<file path="config.mk">
export PLATFORM = sky130hd
export DESIGN_NAME = if_stage
export DESIGN_NICKNAME = d
export VERILOG_FILES = /design/src/rtl/if_pkg.sv /design/src/rtl/if_hold_buf.sv /design/src/rtl/if_stage.sv
export SDC_FILE = /design/constraint.sdc
export NUM_CORES = 1
export LEC_CHECK = 0
export ABC_AREA = 0
export CORE_UTILIZATION = 45
export CTS_CLUSTER_SIZE = 8
export DETAILED_ROUTE_END_ITERATION = 7
export PLACE_DENSITY = 0.85
export SKIP_LAST_GASP = 1
export SLEW_MARGIN = 20
export SYNTH_ARGS = -nofsm -noshare
export SYNTH_HDL_FRONTEND = slang
export SYNTH_HIERARCHICAL = 1
export SYNTH_SLANG_ARGS = --single-unit
export TNS_END_PERCENT = 10
</file>
<file path="constraint.sdc">
create_clock -name clk -period 7 [get_ports clk]
set_input_delay 2.1 -clock clk [delete_from_list [all_inputs] [get_ports clk]]
set_output_delay 2.1 -clock clk [all_outputs]
set_load 0.02 [all_outputs]
</file>
<file path="src/rtl/if_pkg.sv">
// Shared types and constants for the instruction-fetch stage.
package if_pkg;

  typedef enum logic [1:0] {
    S_REQ  = 2'd0,
    S_HOLD = 2'd1,
    S_DROP = 2'd2
  } if_state_e;

  localparam logic [31:0] DEFAULT_NOP_INSTR = 32'h0000_0000;
  localparam logic [31:0] PC_INC            = 32'd4;

  function automatic logic [31:0] align_pc(input logic [31:0] pc);
    return {pc[31:2], 2'b00};
  endfunction

endpackage

</file>
<file path="src/rtl/if_hold_buf.sv">
// One-entry buffer for an instruction that arrived while decode was stalled.
module if_hold_buf (
  input  logic        clk,
  input  logic        rst,
  input  logic        load,
  input  logic        clear,
  input  logic [31:0] load_pc,
  input  logic [31:0] load_instr,
  output logic        valid,
  output logic [31:0] pc,
  output logic [31:0] instr
);

  logic        valid_reg;
  logic [31:0] pc_reg;
  logic [31:0] instr_reg;

  always_ff @(posedge clk or posedge rst) begin
    if (rst) begin
      valid_reg <= 1'b0;
      pc_reg    <= '0;
      instr_reg <= '0;
    end else if (load) begin
      valid_reg <= 1'b1;
      pc_reg    <= load_pc;
      instr_reg <= load_instr;
    end else if (clear) begin
      valid_reg <= 1'b0;
    end
  end

  assign valid = valid_reg;
  assign pc    = pc_reg;
  assign instr = instr_reg;

endmodule

</file>
<file path="src/rtl/if_stage.sv">
// Instruction-fetch stage: drives a variable-latency instruction memory,
// steers the PC register and loads the IF/ID pipeline register.
module if_stage
  import if_pkg::*;
#(
  parameter logic [31:0] NOP_INSTR = DEFAULT_NOP_INSTR
) (
  input  logic        clk,
  input  logic        rst,
  input  logic [31:0] pc_q,
  output logic [31:0] pc_next,
  output logic        pc_write,
  output logic        imem_req,
  output logic [31:0] imem_addr,
  input  logic        imem_ack,
  input  logic [31:0] imem_rdata,
  input  logic        stall,
  input  logic        flush,
  input  logic        redirect,
  input  logic [31:0] redirect_pc,
  output logic        ifid_valid,
  output logic [31:0] ifid_pc,
  output logic [31:0] ifid_pc4,
  output logic [31:0] ifid_instr
);

  if_state_e   state_reg, state_next;
  logic [31:0] drop_addr_reg, drop_addr_next;

  logic        ifid_valid_reg;
  logic [31:0] ifid_pc_reg, ifid_pc4_reg, ifid_instr_reg;

  logic        hold_load, hold_clear, hold_valid;
  logic [31:0] hold_pc, hold_instr;

  logic        deliver;
  logic [31:0] deliver_pc, deliver_instr;
  logic [31:0] redirect_tgt;

  assign redirect_tgt = align_pc(redirect_pc);

  if_hold_buf u_hold_buf (
    .clk        (clk),
    .rst        (rst),
    .load       (hold_load),
    .clear      (hold_clear),
    .load_pc    (pc_q),
    .load_instr (imem_rdata),
    .valid      (hold_valid),
    .pc         (hold_pc),
    .instr      (hold_instr)
  );

  always_comb begin
    state_next     = state_reg;
    drop_addr_next = drop_addr_reg;
    pc_write       = 1'b0;
    pc_next        = pc_q + PC_INC;
    imem_req       = 1'b0;
    imem_addr      = pc_q;
    hold_load      = 1'b0;
    hold_clear     = 1'b0;
    deliver        = 1'b0;
    deliver_pc     = pc_q;
    deliver_instr  = imem_rdata;

    case (state_reg)
      S_REQ: begin
        imem_req = 1'b1;
        if (redirect) begin
          pc_write = 1'b1;
          pc_next  = redirect_tgt;
          if (!imem_ack) begin
            drop_addr_next = pc_q;
            state_next     = S_DROP;
          end
        end else if (imem_ack) begin
          // A flush squashes the word arriving now along with IF/ID.
          pc_write = 1'b1;
          if (!flush) begin
            if (stall) begin
              hold_load  = 1'b1;
              state_next = S_HOLD;
            end else begin
              deliver = 1'b1;
            end
          end
        end
      end

      S_HOLD: begin
        if (redirect) begin
          pc_write   = 1'b1;
          pc_next    = redirect_tgt;
          hold_clear = 1'b1;
          state_next = S_REQ;
        end else if (flush) begin
          hold_clear = 1'b1;
          state_next = S_REQ;
        end else if (!stall) begin
          deliver       = hold_valid;
          deliver_pc    = hold_pc;
          deliver_instr = hold_instr;
          hold_clear    = 1'b1;
          state_next    = S_REQ;
        end
      end

      S_DROP: begin
        // Keep presenting the abandoned address until memory completes it.
        imem_req  = 1'b1;
        imem_addr = drop_addr_reg;
        if (redirect) begin
          pc_write = 1'b1;
          pc_next  = redirect_tgt;
        end
        if (imem_ack) state_next = S_REQ;
      end

      default: state_next = S_REQ;
    endcase

    if (rst) begin
      pc_write = 1'b0;
      imem_req = 1'b0;
    end
  end

  always_ff @(posedge clk or posedge rst) begin
    if (rst) begin
      state_reg     <= S_REQ;
      drop_addr_reg <= '0;
    end else begin
      state_reg     <= state_next;
      drop_addr_reg <= drop_addr_next;
    end
  end

  always_ff @(posedge clk or posedge rst) begin
    if (rst) begin
      ifid_valid_reg <= 1'b0;
      ifid_pc_reg    <= '0;
      ifid_pc4_reg   <= '0;
      ifid_instr_reg <= NOP_INSTR;
    end else if (redirect || flush) begin
      ifid_valid_reg <= 1'b0;
      ifid_instr_reg <= NOP_INSTR;
    end else if (!stall) begin
      ifid_valid_reg <= deliver;
      if (deliver) begin
        ifid_pc_reg    <= deliver_pc;
        ifid_pc4_reg   <= deliver_pc + PC_INC;
        ifid_instr_reg <= deliver_instr;
      end
    end
  end

  assign ifid_valid = ifid_valid_reg;
  assign ifid_pc    = ifid_pc_reg;
  assign ifid_pc4   = ifid_pc4_reg;
  assign ifid_instr = ifid_instr_reg;

endmodule

</file>
* Word level (Yosys, flattened, before mapping)
Cells that the tools add are included.
** Storage, ports and cells
- Register bits after elaboration :: 196
- Input bits :: 102
- Output and inout bits :: 163
- Word-level logic and storage cells :: 84
** Operators by class
- Add/subtract/negate cells :: 2
- Equality and inequality tests :: 9
- Muxes and demuxes :: 50
- Bitwise logic cells :: 3
- Reduce and logical (&&, ||, !) cells :: 11
** Operators with widths (number)
- $mux 32 :: 13
- $add 32x3->32 const B :: 2
- $mux 1 :: 25
- $mux 2 :: 9
- $ne 3x3->1 const B :: 4
- $pmux 2 s3 :: 1
- $reduce_and 3->1 :: 2
- $reduce_and 6->1 :: 1
- $ne 4x4->1 const B :: 1
- $pmux 1 s2 :: 2
- $reduce_bool 2->1 :: 2
- $reduce_or 2->1 :: 2
- $not 1->1 :: 3
- $reduce_or 3->1 :: 1
- $eq 2x1->1 const B :: 1
- $eq 2x2->1 const B :: 1
- $logic_not 2->1 :: 1
- $ne 2x1->1 const B :: 1
- $ne 2x2->1 const B :: 1
- $reduce_and 2->1 :: 1
- $logic_or 1x1->1 :: 1

* Longest topological paths before layout
- Depth in word-level cells :: 8
- Depth in mapped cells :: 17
- Depth with buffers taken out :: 11

* Cells and area by module
The synthesis kept the hierarchy.
** Modules (own cells, without submodules)
- if_stage :: times used 1, cells an instance 854, area an instance 7891.3 um2, sequential area each 3228.1 um2
- if_hold_buf :: times used 1, cells an instance 139, area an instance 2618.8 um2, sequential area each 1626.6 um2

* Worst setup path after synthesis
OpenSTA, ideal clock, no wires.
- Path type :: input to output
- Start point :: input pc_q[4]
- End point :: output pc_next[29]
- Arrival :: 3.986 ns
- Data required time :: 4.900 ns
- Slack :: 0.914 ns
- Stages :: 6
- Path buffers :: 1
- Cells stage by stage :: clkbuf_1 > nand4_1 > nor4_2 > nand4_1 > xor2_1 > o21ai_0
** On the way
- Cells in the longest elaborated chain, start to end :: 3
** Ends and longest elaborated chain
- start: declaration :: RTL line if_stage.sv:10 : input logic [31:0] pc_q,
- $add 32x3->32 (*) :: RTL line if_stage.sv:58 : pc_next = pc_q + PC_INC;
- $mux 32 :: RTL line if_stage.sv:70, if_stage.sv:92, if_stage.sv:113
- $mux 32 (*)
- end: declaration :: RTL line if_stage.sv:11 : output logic [31:0] pc_next,
Mark *: on every way between the ends. The rest lies on a longest branch, timed or not.

* Worst setup path in the final report
- Start point :: input pc_q[2]
- End point :: output pc_next[15]
The elaborated chain is that of the path after synthesis.

==> flow_summary.json <==
{
  "grt_start_max_net_pins": 100,
  "netlist-cell-type-count": 60,
  "synthesis.nets": 1101,
  "numCtsBuffers": 17,
  "final-setup-viol-count": 0,
  "dieHeight_um": 155,
  "overflow": 0,
  "dr_total_vias": 8702,
  "yosysWarnings": 6,
  "synth-seq-cells": 194,
  "instances_no_fill": 1554,
  "crit_path_start": "pc_q[2]",
  "nNetsFinal": 1336,
  "gp_congestion": 0.882,
  "sequential_power_share_pct": 37.9,
  "htree_num_levels": 4,
  "critPathBufInv": 3,
  "numPlacedInstances": 1522,
  "criticalPathCategory": "input pin to primary output",
  "cell_internal_power_uw": 3240,
  "power.ir.vdd_worst_v": 0.000157,
  "cp_slowest_cell": "clkdlybuf4s50_1",
  "synthesized_area_fraction_occupied_by_adder_cells_pct": 0.714,
  "initial_utilization_pct": 46.1,
  "first_global_vias": 8853,
  "hold_buffers": 0,
  "cts.path.max_buffers": 2,
  "required_time_at_the_worst_slack_endpoint_ns": 4.90,
  "tritoncts": "built",
  "synth-compound-area-share_pct": 9.42,
  "rsz0062_at_grt": "no",
  "leakagePower_uw": 0.00589,
  "synth_top_family_by_area": "multiplexers",
  "max_slew.worst_pin.slew_ns": 1.03,
  "syn_to_final_growth_pct": 34.0,
  "yosys.area_share.xor_xnor_pct": 3.67,
  "slew_violations": 0,
  "initial_antenna_violation_count": 0,
  "dp.final_hpwl_um": 21500,
  "drc_errors": 0,
  "drt_pass1_iterations": 5,
  "row_cnt": 55,
  "synth_flop_cell": "dfrtp_1",
  "ys_seq_area_share_pct": 46.2,
  "clock_power_share_pct": 19.5,
  "power.density_nw_per_um2": 365,
  "detail-route-antenna-nets": 0,
  "synthesis.area_um2": 10500,
  "die-width_um": 155,
  "class_of_the_most_critical_hold_timing_path": "register to register",
  "switching_power_uw": 1900,
  "min-delay-start": "ifid_pc[23]",
  "period_share_pct": 97.9,
  "async_flop_share_pct": 100,
  "synth_simple_gate_area_share_pct": 14.0,
  "track_usage_pct": 26.0,
  "worst_setup_path_end_kind": "primary output",
  "grt_first_pass_wirelength_um": 48700,
  "combPwrFrac_pct": 42.6,
  "worst_hold_slack_ns": 0.484,
  "reg2reg_slack_ns": 2.46,
  "timing.max_slew.rel_slack_pct": 29.3,
  "drive_above_1_share_pct": 18.2,
  "status": "complete, no violations",
  "totalWireLength_um": 30500,
  "routedWlPerCell_um": 19.6,
  "worst-endpoint-arrival_ns": 4.75,
  "drt_iter0_drc": 555,
  "cts_root_buf": "clkbuf_16",
  "critical_path.max_stage_delay_ns": 0.64,
  "crit_path_cell_trace": "clkdlybuf4s50_1 > nand4_1 > nor4_2 > buf_4 > nand4_1 > xor2_1 > o21ai_0 > clkdlybuf4s50_1",
  "synth_edf_count": 0,
  "finalHoldViolations": 0,
  "setup_total_negative_slack_ns": 0,
  "achievable-frequency_ghz": 0.146,
  "num_antenna_cells": 0,
  "launching_point_of_the_worst_reg2reg_path": "state_reg[1]",
  "floorplan.core_area_um2": 22800,
  "cts.reportedPaths.clkPinSlew_ns": 0.08,
  "post_synth_inst_count": 993,
  "timing.critical_path.max_delay_family": "buffers and inverters",
  "numPortBuffers": 262,
  "syn_avg_cell_area_um2": 10.6,
  "cp_max_fo": 10,
  "final_period_minus_worst_setup_slack_ns": 6.85,
  "numClockSinks": 194,
  "total_die_area_um2": 24000,
  "via_per_inst": 5.60,
  "critPathLaunchType": "input pin",
  "drv_cap": 0,
  "final.setup_skew_ns": 0.0117,
  "pin_count": 265,
  "synth.area.mux_share_pct": 21.8,
  "power.switching_fraction_pct": 36.9,
  "clock_insertion_delay_worst_skew_ns": 0.43
}
[power by group through the flow]
stage	registers [µW]	logic [µW]	clock network (µW)
2_1_floorplan	2110	1100	0
3_3_place_gp	1920	2140	0
3_5_place_dp	1960	2190	0
4_1_cts	1940	2200	1010
5_1_grt	2010	2340	1070
6_report	1950	2190	1000
[synth_stat cells (all sizes together) (7+ instances only)]
library cell | number | area [µm²]
o21ai | 69 | 345
mux2 | 134 | 1690
and3 | 7 | 43.8
inv | 12 | 45.0
clkbuf | 53 | 199
nor3 | 10 | 50.1
a21o | 10 | 75.1
nand2 | 122 | 458
xnor2 | 15 | 131
nor4 | 13 | 118
nand4 | 25 | 156
dfrtp | 194 | 4850
nor2 | 63 | 236
buf | 31 | 198
nand3 | 40 | 200
a211oi | 35 | 268
xor2 | 29 | 254
mux2i | 60 | 601
[worst register-to-register path, cell delays in order, from the launching register on]
cell	delay (ns)
dfrtp_1	0.41
inv_1	0.12
ha_2	0.17
buf_4	0.51
nor4b_4	0.56
nand2_1	0.11
nand2_1	0.13
ha_1	0.23
nand3_1	0.18
nor4_1	0.82
o21ai_1	0.42
or3_1	0.48
a221o_1	0.30
[logic make-up (layout without fill, tap and decap cells)]
logic type	count (synthesis)	in the layout
compound gates	152	152
xor+xnor	44	44
fa+ha+maj	6	6
buf+inv	96	344
flops	194	194
mux	194	194
simple gates	307	307
[timing repair]
action	in CTS	in global routing
endpoints found under the setup margin	0	1
setup buffers	0	0
resized for setup	0	1
[cell type report]
| class | instances | area, µm² |
|---|---|---|
| multi-input cells | 703 | 5270 |
| inverters | 12 | 50.0 |
| clock inverters | 15 | 188 |
| repair buffers | 300 | 2910 |
| flip-flops and latches | 194 | 4850 |
| clock buffers | 17 | 425 |
| well taps | 313 | 392 |
| fillers | 1859 | 8690 |
[per-stage QoR]
stage	cell area [µm²]	worst slack (ns)	utilization (%)	power, µW
floorplan	10500	0.914	-	3210
global placement	13500	0.217	59.1	4060
detailed placement	13500	0.176	59.1	4150
CTS	14100	0.133	61.8	5150
global route	14100	0.0390	61.8	5410
finish	14100	0.146	61.8	5140
[layer usage]
| layer | wire length (µm) | up-vias | track usage [%] |
|---|---|---|---|
| li1 | - | 4001 | - |
| met1 | 12800 | 4300 | 33.6 |
| met2 | 14400 | 363 | 42.1 |
| met3 | 2850 | 38 | 8.43 |
| met4 | 436 | 0 | 6.74 |
| met5 | 0 | - | 0 |
[worst paths after layout]
kind / to / cells past startpoint
max in group asynchronous: ifid_instr[19] / 3
max reg2reg: ifid_pc4[24] / 12
min: ifid_pc[23] / 1
min reg2reg: ifid_pc[23] / 1
max: pc_next[15] / 8
min in group asynchronous: u_hold_buf/instr[21] / 2
[cells in the final DEF, fill, tap and decap left out, types with 34 or more instances in the layout]
cell	count
clkdlybuf4s50_1	262
dfrtp_1	194
nand2_1	122
mux2_2	85
nor2_1	62
mux2i_1	60
o21ai_0	58
mux2_4	49
nand3_1	38
buf_4	38
a211oi_1	34
Power figures use the tool's default switching activity.
